### src/rtl/uart_tx_arb_pkg.sv
// Shared types and the round-robin search helper for the UART transmit arbiter.
package uart_tx_arb_pkg;

  localparam int MAX_W   = 5;
  localparam int MAX_REQ = 1 << MAX_W;

  typedef enum logic {
    IDLE  = 1'b0,
    GRANT = 1'b1
  } arb_state_t;

  // First set bit of valid_vec searching upward from ptr+1, wrapping at n.
  // Returns ptr when nothing is pending; callers qualify with an any-valid flag.
  function automatic int rr_next(input int ptr,
                                 input logic [MAX_REQ-1:0] valid_vec,
                                 input int n);
    int   win;
    int   idx;
    logic found;
    win   = ptr;
    found = 1'b0;
    for (int i = 1; i <= MAX_REQ; i++) begin
      if (i <= n) begin
        idx = ptr + i;
        if (idx >= n) idx = idx - n;
        if (!found && valid_vec[idx[MAX_W-1:0]]) begin
          win   = idx;
          found = 1'b1;
        end
      end
    end
    return win;
  endfunction

endpackage

### src/rtl/rr_picker.sv
// Combinational round-robin picker: rotate from rr_ptr+1 and priority-encode.
module rr_picker
  import uart_tx_arb_pkg::*;
#(
  parameter int N_REQ = 4
) (
  input  logic [$clog2(N_REQ)-1:0] rr_ptr,
  input  logic [N_REQ-1:0]         req_valid,
  output logic [$clog2(N_REQ)-1:0] win_id,
  output logic                     any
);

  localparam int IW = $clog2(N_REQ);

  logic [MAX_REQ-1:0] valid_vec;

  // NOTE: every always_comb output gets a default first so no path leaves it
  // unassigned, which would otherwise infer a latch.
  always_comb begin
    valid_vec              = '0;
    valid_vec[N_REQ-1:0]   = req_valid;
    win_id                 = IW'(rr_next(int'(rr_ptr), valid_vec, N_REQ));
  end

  assign any = |req_valid;

endmodule

### src/rtl/uart_tx_arbiter.sv
// Frame-level round-robin arbiter sharing one UART byte transmitter among N_REQ streams.
// Optional mid-frame stall timeout is built when UART_TX_ARB_TIMEOUT_EN is defined.
module uart_tx_arbiter
  import uart_tx_arb_pkg::*;
#(
  parameter int N_REQ          = 4,
  parameter int TIMEOUT_CYCLES = 5_000_000
) (
  input  logic                     clk,
  input  logic                     arstn,
  input  logic [N_REQ-1:0]         req_valid,
  output logic [N_REQ-1:0]         req_ready,
  input  logic [N_REQ-1:0][7:0]    req_data,
  input  logic [N_REQ-1:0]         req_last,
  output logic                     down_valid,
  input  logic                     down_ready,
  output logic [7:0]               down_data,
  output logic [$clog2(N_REQ)-1:0] grant_id,
  output logic                     busy,
  output logic                     timeout
);

  localparam int IW = $clog2(N_REQ);

  arb_state_t    state;
  logic [IW-1:0] rr_ptr;
  logic [IW-1:0] win_id;
  logic          any_valid;
  logic          slot_free;
  logic          accept;
  logic          revoke;

  rr_picker #(.N_REQ(N_REQ)) u_picker (
    .rr_ptr    (rr_ptr),
    .req_valid (req_valid),
    .win_id    (win_id),
    .any       (any_valid)
  );

  // The output register can take a byte when empty or draining this cycle.
  assign slot_free = !down_valid || down_ready;
  assign accept    = (state == GRANT) && slot_free && req_valid[grant_id];
  assign busy      = (state == GRANT) || down_valid;

  always_comb begin
    req_ready = '0;
    if (state == GRANT) req_ready[grant_id] = slot_free;
  end

`ifdef UART_TX_ARB_TIMEOUT_EN
  localparam int CW = $clog2(TIMEOUT_CYCLES);

  logic [CW-1:0] idle_cnt;

  assign revoke = (state == GRANT) && !accept && (idle_cnt == CW'(TIMEOUT_CYCLES - 1));

  // Held at zero outside GRANT, so every new grant starts counting from zero.
  always_ff @(posedge clk or negedge arstn) begin
    if (!arstn) begin
      idle_cnt <= '0;
      timeout  <= 1'b0;
    end else begin
      timeout <= revoke;
      if (state != GRANT || accept) idle_cnt <= '0;
      else if (!revoke)             idle_cnt <= idle_cnt + 1'b1;
    end
  end
`else
  logic unused_timeout_cfg;

  assign unused_timeout_cfg = (TIMEOUT_CYCLES > 0);
  assign revoke             = 1'b0;
  assign timeout            = 1'b0;
`endif

  // NOTE: sequential state uses non-blocking assignments so every register
  // samples the pre-edge values regardless of statement order.
  always_ff @(posedge clk or negedge arstn) begin
    if (!arstn) begin
      state      <= IDLE;
      grant_id   <= '0;
      rr_ptr     <= IW'(N_REQ - 1);
      down_valid <= 1'b0;
      down_data  <= '0;
    end else begin
      if (accept) begin
        down_valid <= 1'b1;
        down_data  <= req_data[grant_id];
      end else if (down_ready) begin
        down_valid <= 1'b0;
      end

      case (state)
        IDLE: begin
          if (any_valid) begin
            grant_id <= win_id;
            state    <= GRANT;
          end
        end
        GRANT: begin
          // A finished or revoked grantee drops to lowest priority.
          if ((accept && req_last[grant_id]) || revoke) begin
            rr_ptr <= grant_id;
            state  <= IDLE;
          end
        end
      endcase
    end
  end

endmodule

### config.mk
export PLATFORM = sky130hd
export DESIGN_NAME = uart_tx_arbiter
export DESIGN_NICKNAME = d
export VERILOG_FILES = /design/src/rtl/uart_tx_arb_pkg.sv /design/src/rtl/rr_picker.sv /design/src/rtl/uart_tx_arbiter.sv
export SDC_FILE = /design/constraint.sdc
export NUM_CORES = 1
export LEC_CHECK = 0
export CAP_MARGIN = 20
export CELL_PAD_IN_SITES_DETAIL_PLACEMENT = 1
export CELL_PAD_IN_SITES_GLOBAL_PLACEMENT = 2
export CORE_ASPECT_RATIO = 0.7
export CORE_MARGIN = 3
export CORE_UTILIZATION = 24
export DETAILED_ROUTE_END_ITERATION = 10
export PLACE_DENSITY_LB_ADDON = 0.1
export SYNTH_ARGS = -nofsm -noshare
export SYNTH_HDL_FRONTEND = slang
export SYNTH_SLANG_ARGS = --single-unit
### constraint.sdc
create_clock -name clk -period 3.68 [get_ports clk]
set_input_delay 0.736 -clock clk [delete_from_list [all_inputs] [get_ports clk]]
set_output_delay 0.736 -clock clk [all_outputs]
set_load 0.03 [all_outputs]
==> Flow_metrics.wiki, run 1 <==
{| class="wikitable"
! Metric !! Value
|-
| Number of buffers inserted by port buffering || between 50 and 60
|-
| Clock latency reported for the late side of the worst-skew pair || 0.24 ns
|-
| H-Tree Depth || 1
|-
| Overall via count from detail_route || a little under 1,000
|-
| Detail Route Antenna Nets || 0
|-
| Post-synth design cell area || 0.00112 sq mm
|-
| Max clock buf depth || 2
|-
| Total number of nets in the final design || 201
|-
| Filler cell count in the final layout || 494
|-
| Post-CTS Resized || 0
|-
| Clock-pin slew on the worst setup and hold paths || 0.06 ns
|-
| Final number of hold-violating endpoints || 0
|-
| Detailed-routing iteration count for the pre-antenna-repair pass || 2
|-
| Synthesized instance count || 97
|-
| Kind of end point of the critical path || primary output
|-
| Class of the worst hold path || register to register
|-
| Overall overflow remaining after global route || 0
|-
| Core footprint || 0.00440 sq mm
|-
| Leak || 0.690 nW
|-
| Share of synthesized cell area in full adder, half adder and majority cells || 0.0560
|-
| Clock sink count || 14
|-
| Horizontal die dimension || 87.6 um
|-
| Total die area || between 0.005 and 0.006 sq mm
|-
| Synth Area in Simple Gates || 0.166
|-
| Actual slew at the worst max-slew pin || 0.832 ns
|-
| Number of global-route vias before repair || roughly 1,100
|-
| Cell at the root of the clock tree || sky130_fd_sc_hd__clkbuf_8
|-
| Category of the worst setup path launch point || primary input
|-
| IO Count || 60
|-
| GPL Wtd Cong || between 0.7 and 0.8
|-
| Setup repair after global routing missed its margin || no
|-
| Most common cell after layout, fill and taps aside || sky130_fd_sc_hd__clkdlybuf4s50_1
|-
| R2r setup slk || 1.15 ns
|-
| Arrival time of data at the critical path endpoint || 2.43 ns
|-
| Dominant synthesized flop cell || sky130_fd_sc_hd__dfrtp_1
|-
| Cts-stage hold buffer count || 0
|-
| Num rows || 20
|-
| Worst setup timing slack at the placement stage || 0.519 ns
|-
| Number of placed cells counting well taps || 203
|-
| Post-CTS setup buffer count || 0
|-
| Number of distinct standard cells referenced by the synthesized netlist || 35
|-
| Number of antenna violations at the first check in global routing || 0
|-
| Worst hold slack after final layout || 0.506 ns
|-
| Startpoint-to-endpoint class of the critical path || primary input to primary output
|-
| CTS buffer count || 3
|-
| Final wirelength || around 3300 um
|-
| Final non-filler cell total || 207
|-
| Number of enable flip-flop cells after synthesis || 0
|-
| First-pass GRT wire length || about 5500 um
|-
| Fraction of the mapped netlist area in compound gates || 0.0459
|-
| Maximum number of pins on one net before global-route repair || 18
|-
| Reg area || between 300 and 400 sq um
|-
| Starting density of the core || 0.254
|-
| Post-DR vias/cell || around 4.8
|-
| Top library cells by usage in the layout, fill and taps aside || 58 x sky130_fd_sc_hd__clkdlybuf4s50_1, 15 x sky130_fd_sc_hd__mux2_2, 12 x sky130_fd_sc_hd__nand2_1, 12 x sky130_fd_sc_hd__dfrtp_1, 10 x sky130_fd_sc_hd__mux4_2
|-
| Average cell area after synthesis || 11.5 sq um
|-
| Fraction of synthesized area in multiplexers || 0.362
|-
| Maximum ir drop on the vdd rail || 0.374 mV
|-
| Main combinational cell family by area after synthesis || multiplexers
|-
| Total of warnings raised by yosys || 0
|-
| Outcome || finished, final reports clean
|-
| Area growth, synth to finish || 57.7%
|-
| Critical path fanouts, max || 4
|-
| Layout cell share with drive strength beyond 1 || 0.217
|-
| Ratio of total power to cell area || 810 mW/mm^2
|-
| Sequential share of the synthesized area || 0.316
|-
| Setup-failing EPs final || 0
|-
| Post-Synth XOR/XNOR Area || 0
|-
| Estimated wirelength of the detail-placed design || 2650 um
|-
| Setup Total Neg Slack || 0 ns
|-
| Maximum achievable frequency || 0.316 GHz
|-
| Worst relative slew slack || 0.445
|-
| #FFs+latches synth || 14
|-
| Antenna Diode Count || 0
|-
| Final critical delay including setup and external delays || 3.16 ns
|-
| Required time of the worst setup path || 2.94 ns
|-
| Number of remaining DRC errors || 0
|-
| Overall power || 1.43 mW
|-
| Setup slack of the critical path after layout || approximately 0.52 ns
|-
| Area of the multi-input gates || 707 sq um
|-
| Proportion of synthesized flip-flops having asynchronous set or reset || 1.00
|-
| Max-cap violation count || 0
|-
| Detailed router's first-iteration violation count || 46
|-
| Vert. Die Dim || 63.1 um
|-
| Total routing resource utilization after global routing || 0.129
|-
| Share of the cycle needed by the critical path after routing || 0.859
|-
| Post-synthesis net count || around 150
|-
| Setup skew after layout || 0.00467 ns
|-
| Clock tree from TritonCTS || yes
|-
| Max-slew violations || 0
|-
| WL per Instance || 16.0 um
|}
==> kinds of logic after synthesis <==
| kind of cell | Yosys count |
|---|---|
| adder cells (fa/ha/maj) | 5 |
| other | 1 |
| AO/OA/AOI/OAI | 7 |
| buffers and inverters | 9 |
| multiplexers | 26 |
| flip-flops | 14 |
| AND/OR/NAND/NOR | 35 |
==> through the flow <==
step                utilization  cell area, sq um
floorplan                     -              1120
global placement          0.390              1720
detailed placement        0.390              1720
CTS                       0.400              1760
global route              0.400              1760
finish                    0.400              1760
==> Yosys cell counts (2+ instances only) <==
cell type | number | share of area
sky130_fd_sc_hd__mux2_2 | 15 | 0.15
sky130_fd_sc_hd__inv_1 | 2 | 0.0067
sky130_fd_sc_hd__nor3b_1 | 2 | 0.013
sky130_fd_sc_hd__dfrtp_1 | 12 | 0.27
sky130_fd_sc_hd__nor3_1 | 2 | 0.0090
sky130_fd_sc_hd__ha_1 | 5 | 0.056
sky130_fd_sc_hd__nand2_1 | 12 | 0.040
sky130_fd_sc_hd__buf_2 | 2 | 0.0090
sky130_fd_sc_hd__mux4_2 | 10 | 0.20
sky130_fd_sc_hd__a22o_1 | 2 | 0.016
sky130_fd_sc_hd__nand2b_1 | 2 | 0.011
sky130_fd_sc_hd__nand3_1 | 4 | 0.018
sky130_fd_sc_hd__dfstp_2 | 2 | 0.047
sky130_fd_sc_hd__nor2_1 | 3 | 0.010
sky130_fd_sc_hd__or2_2 | 2 | 0.011
==> report_power, final <==
part	total (mW)	switching [mW]	leakage (nW)	internal [mW]
logic	0.910	0.427	0.506	0.484
registers	0.386	0.143	0.162	0.243
clock network	0.131	0.0543	0.0228	0.0765
total	1.43	0.624	0.690	0.803
==> layer usage <==
metal | vias up | routed length, um | share of wire | track usage
li1 | 469 | - | - | -
met1 | 495 | 1470 | 0.44 | 0.165
met2 | 27 | 1690 | 0.51 | 0.221
met3 | 0 | 142 | 0.043 | 0.0379
met4 | 0 | 0 | 0 | 0.0172
met5 | - | 0 | 0 | 0
==> path summary, 6_finish.rpt <==
path / from / end / depth (start not counted)
worst min register to register: down_data[4]$_DFFE_PN0P_ / down_data[4]$_DFFE_PN0P_ / 1
min in group asynchronous: arstn / down_data[5]$_DFFE_PN0P_ / 1
worst max register to register: rr_ptr[0]$_DFFE_PN1P_ / grant_id[0]$_DFFE_PN0P_ / 7
worst min-delay path: down_data[4]$_DFFE_PN0P_ / down_data[4]$_DFFE_PN0P_ / 1
max in group asynchronous: arstn / down_data[0]$_DFFE_PN0P_ / 1
worst max-delay path: down_ready / req_ready[1] / 6
==> registers in the layout, indices dropped and copies added, names as in the netlist <==
signal	cells
down_data	8
down_valid	1
grant_id	2
rr_ptr	2
state	1
==> critical path: stages <==
cell and delay [ns]:
sky130_fd_sc_hd__clkdlybuf4s50_1 0.45, sky130_fd_sc_hd__nand2b_1 0.16, sky130_fd_sc_hd__and2_1 0.21, sky130_fd_sc_hd__nand2_1 0.07
sky130_fd_sc_hd__nor2_1 0.11, sky130_fd_sc_hd__clkdlybuf4s50_1 0.68
==> cell type report <==
type | count | share of cell area
clock buffers | 4 | 0.0256
inverters | 2 | 0.00426
multi-input cells | 74 | 0.401
flip-flops and latches | 14 | 0.200
well taps | 55 | 0.0391
repair buffers | 58 | 0.330
(Power assumes the default switching activity.)
==> run 2, diff against run 1 <==
--- a/config.mk
+++ b/config.mk
@@ -9,10 +9,12 @@
 export CELL_PAD_IN_SITES_DETAIL_PLACEMENT = 1
 export CELL_PAD_IN_SITES_GLOBAL_PLACEMENT = 2
 export CORE_ASPECT_RATIO = 0.7
-export CORE_MARGIN = 3
-export CORE_UTILIZATION = 24
+export CORE_MARGIN = 4
+export CORE_UTILIZATION = 26
+export CTS_BUF_LIST = sky130_fd_sc_hd__clkbuf_8
 export DETAILED_ROUTE_END_ITERATION = 10
 export PLACE_DENSITY_LB_ADDON = 0.1
 export SYNTH_ARGS = -nofsm -noshare
 export SYNTH_HDL_FRONTEND = slang
+export SYNTH_HIERARCHICAL = 1
 export SYNTH_SLANG_ARGS = --single-unit
==> run 2 against run 1 <==
Against the previous run:
- wire length up 6.5%
- area after synthesis down 0.45%
- synthesized cell count down 10%
- critical endpoint is now req_ready[2]
- sequential cell count unchanged
- highest routed layer is now met4
- critical path depth down 1
- combinational power up 11%
==> Flow_metrics.wiki, run 2 <==
{| class="wikitable"
! Metric !! Value
|-
| Sequence of cells on the critical path || clkdlybuf4s50_1, nand2b_1, nand2_1, nor3_1, clkdlybuf4s50_1 (was clkdlybuf4s50_1, nand2b_1, and2_1, nand2_1, nor2_1, clkdlybuf4s50_1)
|-
| Arrival time of data at the critical path endpoint || 2.47 ns (was 2.43 ns)
|-
| Clock tree from TritonCTS || yes (unchanged)
|-
| #FFs+latches synth || 14 (unchanged)
|-
| Detailed-routing iteration count for the pre-antenna-repair pass || 4 (was 2)
|-
| Layout cell share with drive strength beyond 1 || 0.214 (was 0.217)
|-
| Total routing resource utilization after global routing || 0.135 (was 0.129)
|-
| Clock sink count || 14 (unchanged)
|-
| Flip-flop count of the largest register after layout || 8 (unchanged)
|-
| Max-cap violation count || 0 (unchanged)
|-
| Setup skew after layout || 0.00439 ns (was 0.00467 ns)
|-
| Overall via count from detail_route || 965 (was 991)
|-
| Post-CTS setup buffer count || 0 (unchanged)
|-
| Num rows || 19 (was 20)
|-
| Setup slack of the critical path after layout || 0.474 ns (was 0.518 ns)
|-
| IO Count || 60 (unchanged)
|-
| Dominant synthesized flop cell || sky130_fd_sc_hd__dfrtp_1 (unchanged)
|-
| Starting density of the core || 0.277 (was 0.254)
|-
| Class of the worst hold path || register to register (unchanged)
|-
| Setup repair after global routing missed its margin || no (unchanged)
|-
| First-pass GRT wire length || 5710 um (was 5510 um)
|-
| CTS buffer count || 3 (unchanged)
|-
| Detail Route Antenna Nets || 0 (unchanged)
|-
| Proportion of synthesized flip-flops having asynchronous set or reset || 1.00 (unchanged)
|-
| Worst hold slack after final layout || 0.507 ns (was 0.506 ns)
|-
| Vert. Die Dim || 62.7 um (was 63.1 um)
|-
| Final standard cell area without fillers || 0.00178 sq mm (was 0.00176 sq mm)
|-
| Required time of the worst setup path || 2.94 ns (about the same)
|-
| Detailed router's first-iteration violation count || 43 (was 46)
|-
| Number of antenna violations at the first check in global routing || 0 (unchanged)
|-
| Overall overflow remaining after global route || 0 (unchanged)
|-
| Maximum achievable frequency || 0.312 GHz (was 0.316 GHz)
|-
| Buf+Inv Stages, Crit Path || 2 (unchanged)
|-
| Number of enable flip-flop cells after synthesis || 0 (unchanged)
|-
| Category of the worst setup path launch point || primary input (unchanged)
|-
| Top reg by flops || down_data (unchanged)
|-
| Registers with the most flip-flops || down_data x8, grant_id x2, rr_ptr x2 (unchanged)
|-
| Post-CTS Resized || 0 (unchanged)
|-
| Cell at the root of the clock tree || sky130_fd_sc_hd__clkbuf_8 (unchanged)
|-
| Clock latency reported for the late side of the worst-skew pair || 0.24 ns (about the same)
|-
| Leak || 0.716 nW (was 0.690 nW)
|-
| Share of the cycle needed by the critical path after routing || 0.871 (was 0.859)
|-
| H-Tree Depth || 1 (unchanged)
|-
| Number of placed cells counting well taps || 193 (was 203)
|-
| List of most frequent post-synthesis cells || 12 x sky130_fd_sc_hd__dfrtp_1, 11 x sky130_fd_sc_hd__mux2_2, 6 x sky130_fd_sc_hd__mux4_2 (was 15 x sky130_fd_sc_hd__mux2_2, 12 x sky130_fd_sc_hd__dfrtp_1, 12 x sky130_fd_sc_hd__nand2_1)
|-
| Delay of the slowest cell on the worst path || 0.70 ns (was 0.68 ns)
|-
| Total of warnings raised by yosys || 6 (was 0)
|-
| Most prevalent standard cell on the critical path || sky130_fd_sc_hd__clkdlybuf4s50_1 (unchanged)
|-
| Final non-filler cell total || 197 (was 207)
|-
| Total die area || 0.00541 sq mm (was 0.00552 sq mm)
|-
| Outcome || finished, final reports clean (unchanged)
|-
| Cell accounting for the most synthesized area || sky130_fd_sc_hd__dfrtp_1 (unchanged)
|-
| Area growth, synth to finish || 60.0% (was 57.7%)
|-
| Setup Total Neg Slack || 0 ns (unchanged)
|-
| WL per Instance || 17.9 um (was 16.0 um)
|-
| Horizontal die dimension || 86.2 um (was 87.6 um)
|-
| Cell with the most instances after synthesis || sky130_fd_sc_hd__dfrtp_1 (was sky130_fd_sc_hd__mux2_2)
|-
| Estimated wirelength of the detail-placed design || 2830 um (was 2650 um)
|-
| Final number of hold-violating endpoints || 0 (unchanged)
|-
| Synthesized instance count || 87 (was 97)
|-
| Post-layout utilization of the core || 0.443 (was 0.400)
|-
| Average cell area after synthesis || 12.8 sq um (was 11.5 sq um)
|-
| Final critical delay including setup and external delays || 3.21 ns (was 3.16 ns)
|-
| Maximum ir drop on the vdd rail || 0.339 mV (was 0.374 mV)
|-
| Post-DR vias/cell || 4.90 (was 4.79)
|-
| Setup-failing EPs final || 0 (unchanged)
|-
| Post-synth design cell area || 0.00111 sq mm (was 0.00112 sq mm)
|-
| Ratio of total power to cell area || 852 mW/mm^2 (was 810 mW/mm^2)
|-
| Top library cells by usage in the layout, fill and taps aside || 58 x sky130_fd_sc_hd__clkdlybuf4s50_1, 12 x sky130_fd_sc_hd__dfrtp_1, 11 x sky130_fd_sc_hd__mux2_2, 6 x sky130_fd_sc_hd__mux4_2, 5 x sky130_fd_sc_hd__ha_1 (was 58 x sky130_fd_sc_hd__clkdlybuf4s50_1, 15 x sky130_fd_sc_hd__mux2_2, 12 x sky130_fd_sc_hd__nand2_1, 12 x sky130_fd_sc_hd__dfrtp_1, 10 x sky130_fd_sc_hd__mux4_2)
|-
| Max-slew violations || 0 (unchanged)
|-
| Slowest stage cell on the critical path || sky130_fd_sc_hd__clkdlybuf4s50_1 (unchanged)
|-
| Top cells by area in the synthesized netlist || sky130_fd_sc_hd__dfrtp_1 27%, sky130_fd_sc_hd__mux4_2 12%, sky130_fd_sc_hd__mux2_2 11%, sky130_fd_sc_hd__mux4_1 9.4%, sky130_fd_sc_hd__ha_1 5.6% (was sky130_fd_sc_hd__dfrtp_1 27%, sky130_fd_sc_hd__mux4_2 20%, sky130_fd_sc_hd__mux2_2 15%, sky130_fd_sc_hd__ha_1 5.6%, sky130_fd_sc_hd__dfstp_2 4.7%)
|-
| Number of distinct standard cells referenced by the synthesized netlist || 35 (unchanged)
|-
| Cts-stage hold buffer count || 0 (unchanged)
|-
| Cell area reported after detailed placement || 0.00172 sq mm (about the same)
|-
| CP top delay family || buffers and inverters (unchanged)
|-
| Core footprint || 0.00402 sq mm (was 0.00440 sq mm)
|-
| Startpoint-to-endpoint class of the critical path || primary input to primary output (unchanged)
|-
| Number of global-route vias before repair || 1,103 (was 1,099)
|-
| Maximum number of pins on one net before global-route repair || 16 (was 18)
|-
| Max clock buf depth || 2 (unchanged)
|-
| Critical path fanouts, max || 5 (was 4)
|-
| Overall power || 1.52 mW (was 1.43 mW)
|-
| Actual slew at the worst max-slew pin || 0.668 ns (was 0.832 ns)
|-
| Clock-pin slew on the worst setup and hold paths || 0.06 ns (about the same)
|-
| Final wirelength || 3520 um (was 3300 um)
|-
| Post-synthesis net count || 135 (was 145)
|-
| Antenna Diode Count || 0 (unchanged)
|-
| Sequential share of the synthesized area || 0.317 (was 0.316)
|-
| Worst setup timing slack at the placement stage || 0.482 ns (was 0.519 ns)
|-
| Worst relative slew slack || 0.553 (was 0.445)
|-
| Top cell type's share of synthesized area || 0.270 (was 0.269)
|-
| Kind of end point of the critical path || primary output (unchanged)
|-
| Total number of nets in the final design || 194 (was 201)
|-
| GPL Wtd Cong || 0.721 (was 0.786)
|-
| Number of buffers inserted by port buffering || 58 (unchanged)
|-
| Number of remaining DRC errors || 0 (unchanged)
|-
| Most common cell after layout, fill and taps aside || sky130_fd_sc_hd__clkdlybuf4s50_1 (unchanged)
|}
run 2: cell families after synthesis:
logic type,synth area share
other cells,0.00337
mux,0.372
buf+inv,0.0506
compound gates,0.0742
fa+ha+maj,0.0562
simple gates,0.118
flops,0.317
xor+xnor,0.00788
run 2: area by class of cell:
class / instances / area [sq um]
Clock buffer: 4 / 55.1
Fill cell: 414 / 2240
Inverter: 4 / 15.0
Multi-Input combinational cell: 64 / 703
Sequential cell: 14 / 353
Tap cell: 52 / 65.1
Timing Repair Buffer: 59 / 588
run 2: worst paths after layout:
| kind | startpoint | cells after the start | slack (ns) | endpoint |
|---|---|---|---|---|
| worst max-delay path | down_ready | 5 | 0.47 | req_ready[2] |
| worst max register to register | rr_ptr[0]$_DFFE_PN1P_ | 7 | 1.14 | grant_id[0]$_DFFE_PN0P_ |
| worst min register to register | down_data[5]$_DFFE_PN0P_ | 1 | 0.51 | down_data[5]$_DFFE_PN0P_ |
| worst min-delay path | down_data[5]$_DFFE_PN0P_ | 1 | 0.51 | down_data[5]$_DFFE_PN0P_ |
| min in group asynchronous | arstn | 1 | 0.90 | down_data[0]$_DFFE_PN0P_ |
| max in group asynchronous | arstn | 1 | 2.35 | down_data[7]$_DFFE_PN0P_ |
run 2: per-layer routing:
metal  routed length, um  vias up  track usage
li1                    -      451            -
met1                1590      469        0.172
met2                1610       41        0.217
met3                 287        4       0.0553
met4                  29        0       0.0214
met5                   0        -            0
run 2: power breakdown:
group          switching (mW)  total, mW  internal [mW]
clock                  0.0561      0.151         0.0947
sequential              0.112      0.356          0.244
combinational           0.500       1.01          0.510
total                   0.668       1.52          0.849
==> run 3, diff against run 2 <==
--- a/config.mk
+++ b/config.mk
@@ -8,10 +8,9 @@
 export CAP_MARGIN = 20
 export CELL_PAD_IN_SITES_DETAIL_PLACEMENT = 1
 export CELL_PAD_IN_SITES_GLOBAL_PLACEMENT = 2
-export CORE_ASPECT_RATIO = 0.7
+export CORE_ASPECT_RATIO = 1.1
 export CORE_MARGIN = 4
-export CORE_UTILIZATION = 26
-export CTS_BUF_LIST = sky130_fd_sc_hd__clkbuf_8
+export CORE_UTILIZATION = 25
 export DETAILED_ROUTE_END_ITERATION = 10
 export PLACE_DENSITY_LB_ADDON = 0.1
 export SYNTH_ARGS = -nofsm -noshare
==> run 3 against run 2 <==
Against the previous run:
- final cell count is 1.0% higher
- critical path depth unchanged
- register-to-register slack improved by 0.20 ns
- maximum frequency increased by 1.5%
- largest cell class unchanged
==> Flow_metrics.wiki, run 3 (same netlist as run 2, synthesis figures left out) <==
{| class="wikitable"
! Metric !! Value
|-
| Setup-failing EPs final || 0 (unchanged)
|-
| GPL Wtd Cong || 0.675 (was 0.721)
|-
| Final non-filler cell total || 199 (was 197)
|-
| Most prevalent standard cell on the critical path || sky130_fd_sc_hd__clkdlybuf4s50_1 (unchanged)
|-
| Worst setup endpoint || req_ready[2] (unchanged)
|-
| Final critical delay including setup and external delays || 3.16 ns (was 3.21 ns)
|-
| Clock share of power || 0.100 (was 0.099)
|-
| Cell at the root of the clock tree || sky130_fd_sc_hd__clkbuf_8 (unchanged)
|-
| Num rows || 25 (was 19)
|-
| Registers with the most flip-flops || down_data x8, grant_id x2, rr_ptr x2 (unchanged)
|-
| Net switching power || 0.645 mW (was 0.668 mW)
|-
| Final number of hold-violating endpoints || 0 (unchanged)
|-
| Number of antenna violations at the first check in global routing || 0 (unchanged)
|-
| Outcome || finished, final reports clean (unchanged)
|-
| H-Tree Depth || 1 (unchanged)
|-
| Beginning of the worst register-to-register path || rr_ptr[0]$_DFFE_PN1P_ (unchanged)
|-
| Number of buffers inserted by port buffering || 58 (unchanged)
|-
| Clock tree from TritonCTS || yes (unchanged)
|-
| Final standard cell area without fillers || 0.00178 sq mm (about the same)
|-
| Power Internal || 0.848 mW (was 0.849 mW)
|-
| Slowest stage cell on the critical path || sky130_fd_sc_hd__clkdlybuf4s50_1 (unchanged)
|-
| Buf+Inv Stages, Crit Path || 2 (unchanged)
|-
| Maximum ir drop on the vdd rail || 0.344 mV (was 0.339 mV)
|-
| Total die area || 0.00558 sq mm (was 0.00541 sq mm)
|-
| Number of placed cells counting well taps || 195 (was 193)
|-
| First-pass GRT wire length || 5150 um (was 5710 um)
|-
| Category of the worst setup path launch point || primary input (unchanged)
|-
| Share of the cycle needed by the critical path after routing || 0.859 (was 0.871)
|-
| Post-CTS Resized || 0 (unchanged)
|-
| Critical path launch point || down_ready (unchanged)
|-
| Leak || 0.716 nW (unchanged)
|-
| Post-CTS setup buffer count || 0 (unchanged)
|-
| WL per Instance || 15.6 um (was 17.9 um)
|-
| Combinational share of power || 0.659 (was 0.666)
|-
| Area growth, synth to finish || 60.2% (was 60.0%)
|-
| Antenna Diode Count || 0 (unchanged)
|-
| Vert. Die Dim || 78.0 um (was 62.7 um)
|-
| Worst relative slew slack || 0.566 (was 0.553)
|-
| Clock sink count || 14 (unchanged)
|-
| Max-slew violations || 0 (unchanged)
|-
| Actual slew at the worst max-slew pin || 0.649 ns (was 0.668 ns)
|-
| Setup skew after layout || 0.00119 ns (was 0.00439 ns)
|-
| Startpoint-to-endpoint class of the critical path || primary input to primary output (unchanged)
|-
| Fraction of power spent switching nets || 0.432 (was 0.440)
|-
| Start point of the worst hold path || down_data[7]$_DFFE_PN0P_ (was down_data[5]$_DFFE_PN0P_)
|-
| Top library cells by usage in the layout, fill and taps aside || 58 x sky130_fd_sc_hd__clkdlybuf4s50_1, 12 x sky130_fd_sc_hd__dfrtp_1, 11 x sky130_fd_sc_hd__mux2_2, 6 x sky130_fd_sc_hd__mux4_2, 5 x sky130_fd_sc_hd__ha_1 (unchanged)
|-
| Worst hold slack after final layout || 0.507 ns (about the same)
|-
| Kind of end point of the critical path || primary output (unchanged)
|-
| Detailed router's first-iteration violation count || 16 (was 43)
|-
| Overall overflow remaining after global route || 0 (unchanged)
|-
| Post-layout utilization of the core || 0.416 (was 0.443)
|-
| IO Count || 60 (unchanged)
|-
| Number of global-route vias before repair || 1,113 (was 1,103)
|-
| Top reg by flops || down_data (unchanged)
|-
| Starting density of the core || 0.260 (was 0.277)
|-
| Class of the worst hold path || register to register (unchanged)
|-
| Maximum number of pins on one net before global-route repair || 16 (unchanged)
|-
| Number of remaining DRC errors || 0 (unchanged)
|-
| Overall via count from detail_route || 946 (was 965)
|-
| R2r setup slk || 1.34 ns (was 1.14 ns)
|-
| Maximum achievable frequency || 0.316 GHz (was 0.312 GHz)
|-
| Estimated wirelength of the detail-placed design || 2610 um (was 2830 um)
|-
| Clock-pin slew on the worst setup and hold paths || 0.06 ns (about the same)
|-
| Flip-flop count of the largest register after layout || 8 (unchanged)
|-
| Clock latency reported for the late side of the worst-skew pair || 0.24 ns (about the same)
|-
| Max-cap violation count || 0 (unchanged)
|-
| Core footprint || 0.00429 sq mm (was 0.00402 sq mm)
|-
| Arrival time of data at the critical path endpoint || 2.42 ns (was 2.47 ns)
|-
| Total number of nets in the final design || 194 (unchanged)
|-
| Detailed-routing iteration count for the pre-antenna-repair pass || 2 (was 4)
|-
| Most common cell after layout, fill and taps aside || sky130_fd_sc_hd__clkdlybuf4s50_1 (unchanged)
|-
| Ratio of total power to cell area || 838 mW/mm^2 (was 852 mW/mm^2)
|-
| Cell area reported after detailed placement || 0.00173 sq mm (was 0.00172 sq mm)
|-
| CP top delay family || buffers and inverters (unchanged)
|-
| CTS buffer count || 3 (unchanged)
|-
| Total routing resource utilization after global routing || 0.119 (was 0.135)
|-
| Required time of the worst setup path || 2.94 ns (about the same)
|-
| Reg2Reg Capture Point || grant_id[0]$_DFFE_PN0P_ (unchanged)
|-
| Setup Total Neg Slack || 0 ns (unchanged)
|-
| Critical Path Stages || 5 (unchanged)
|-
| Max clock buf depth || 2 (unchanged)
|-
| Sequence of cells on the critical path || clkdlybuf4s50_1, nand2b_1, nand2_1, nor3_1, clkdlybuf4s50_1 (unchanged)
|-
| Detail Route Antenna Nets || 0 (unchanged)
|-
| Final wirelength || 3110 um (was 3520 um)
|-
| Horizontal die dimension || 71.6 um (was 86.2 um)
|-
| Setup repair after global routing missed its margin || no (unchanged)
|-
| Post-DR vias/cell || 4.75 (was 4.90)
|-
| Layout cell share with drive strength beyond 1 || 0.214 (unchanged)
|-
| Critical path fanouts, max || 5 (unchanged)
|-
| Sequential share of power || 0.242 (was 0.234)
|-
| Cts-stage hold buffer count || 0 (unchanged)
|-
| Delay of the slowest cell on the worst path || 0.71 ns (was 0.70 ns)
|-
| Number of cells on the worst reg-to-reg path || 7 (unchanged)
|}
-- run 3: cell counts in the layout (fill, tap and decap cells not counted) --
Identical to the previous run, type by type.
-- run 3: how the worst min path moves through the flow --
stage | endpoint | slack [ns] | cells past startpoint
floorplan | down_data[0]$_DFFE_PN0P_ | 0.44 | 0
global placement | down_data[0]$_DFFE_PN0P_ | 0.49 | 1
finish | down_data[7]$_DFFE_PN0P_ | 0.51 | 1
detailed placement | down_data[5]$_DFFE_PN0P_ | 0.49 | 1
global route | down_data[5]$_DFFE_PN0P_ | 0.53 | 1
CTS | down_data[0]$_DFFE_PN0P_ | 0.51 | 1
-- run 3: power groups by stage --
stage | Clock, mW | Combinational, mW | Sequential [mW]
3_3_place_gp | 0 | 0.981 | 0.364
6_report | 0.149 | 0.983 | 0.361
5_1_grt | 0.163 | 1.06 | 0.382
2_1_floorplan | 0 | 0.613 | 0.428
3_5_place_dp | 0 | 0.998 | 0.367
4_1_cts | 0.153 | 1.00 | 0.365
-- run 3: layout make-up --
class | instances | area (sq um)
inverter | 4 | 15.0
fill | 456 | 2500
tap | 54 | 67.6
multi-input combinational | 64 | 703
clock buffer | 4 | 55.1
sequential | 14 | 353
timing repair buffer | 59 | 588
-- run 3: metrics by stage --
stage | setup WS, ns | total power [mW]
6_report | 0.520 | 1.49
5_1_grt | 0.401 | 1.61
4_1_cts | 0.495 | 1.52
3_5_place_dp | 0.522 | 1.37
3_3_place_gp | 0.549 | 1.35
2_1_floorplan | 1.24 | 1.04
-- run 3: layer usage --
metal / GRT usage / share of wire / vias to the layer above
li1: - / - / 445
met1: 0.124 / 0.38 / 471
met2: 0.218 / 0.56 / 28
met3: 0.0415 / 0.056 / 2
met4: 0.0376 / 0.0093 / 0
met5: 0 / 0 / -
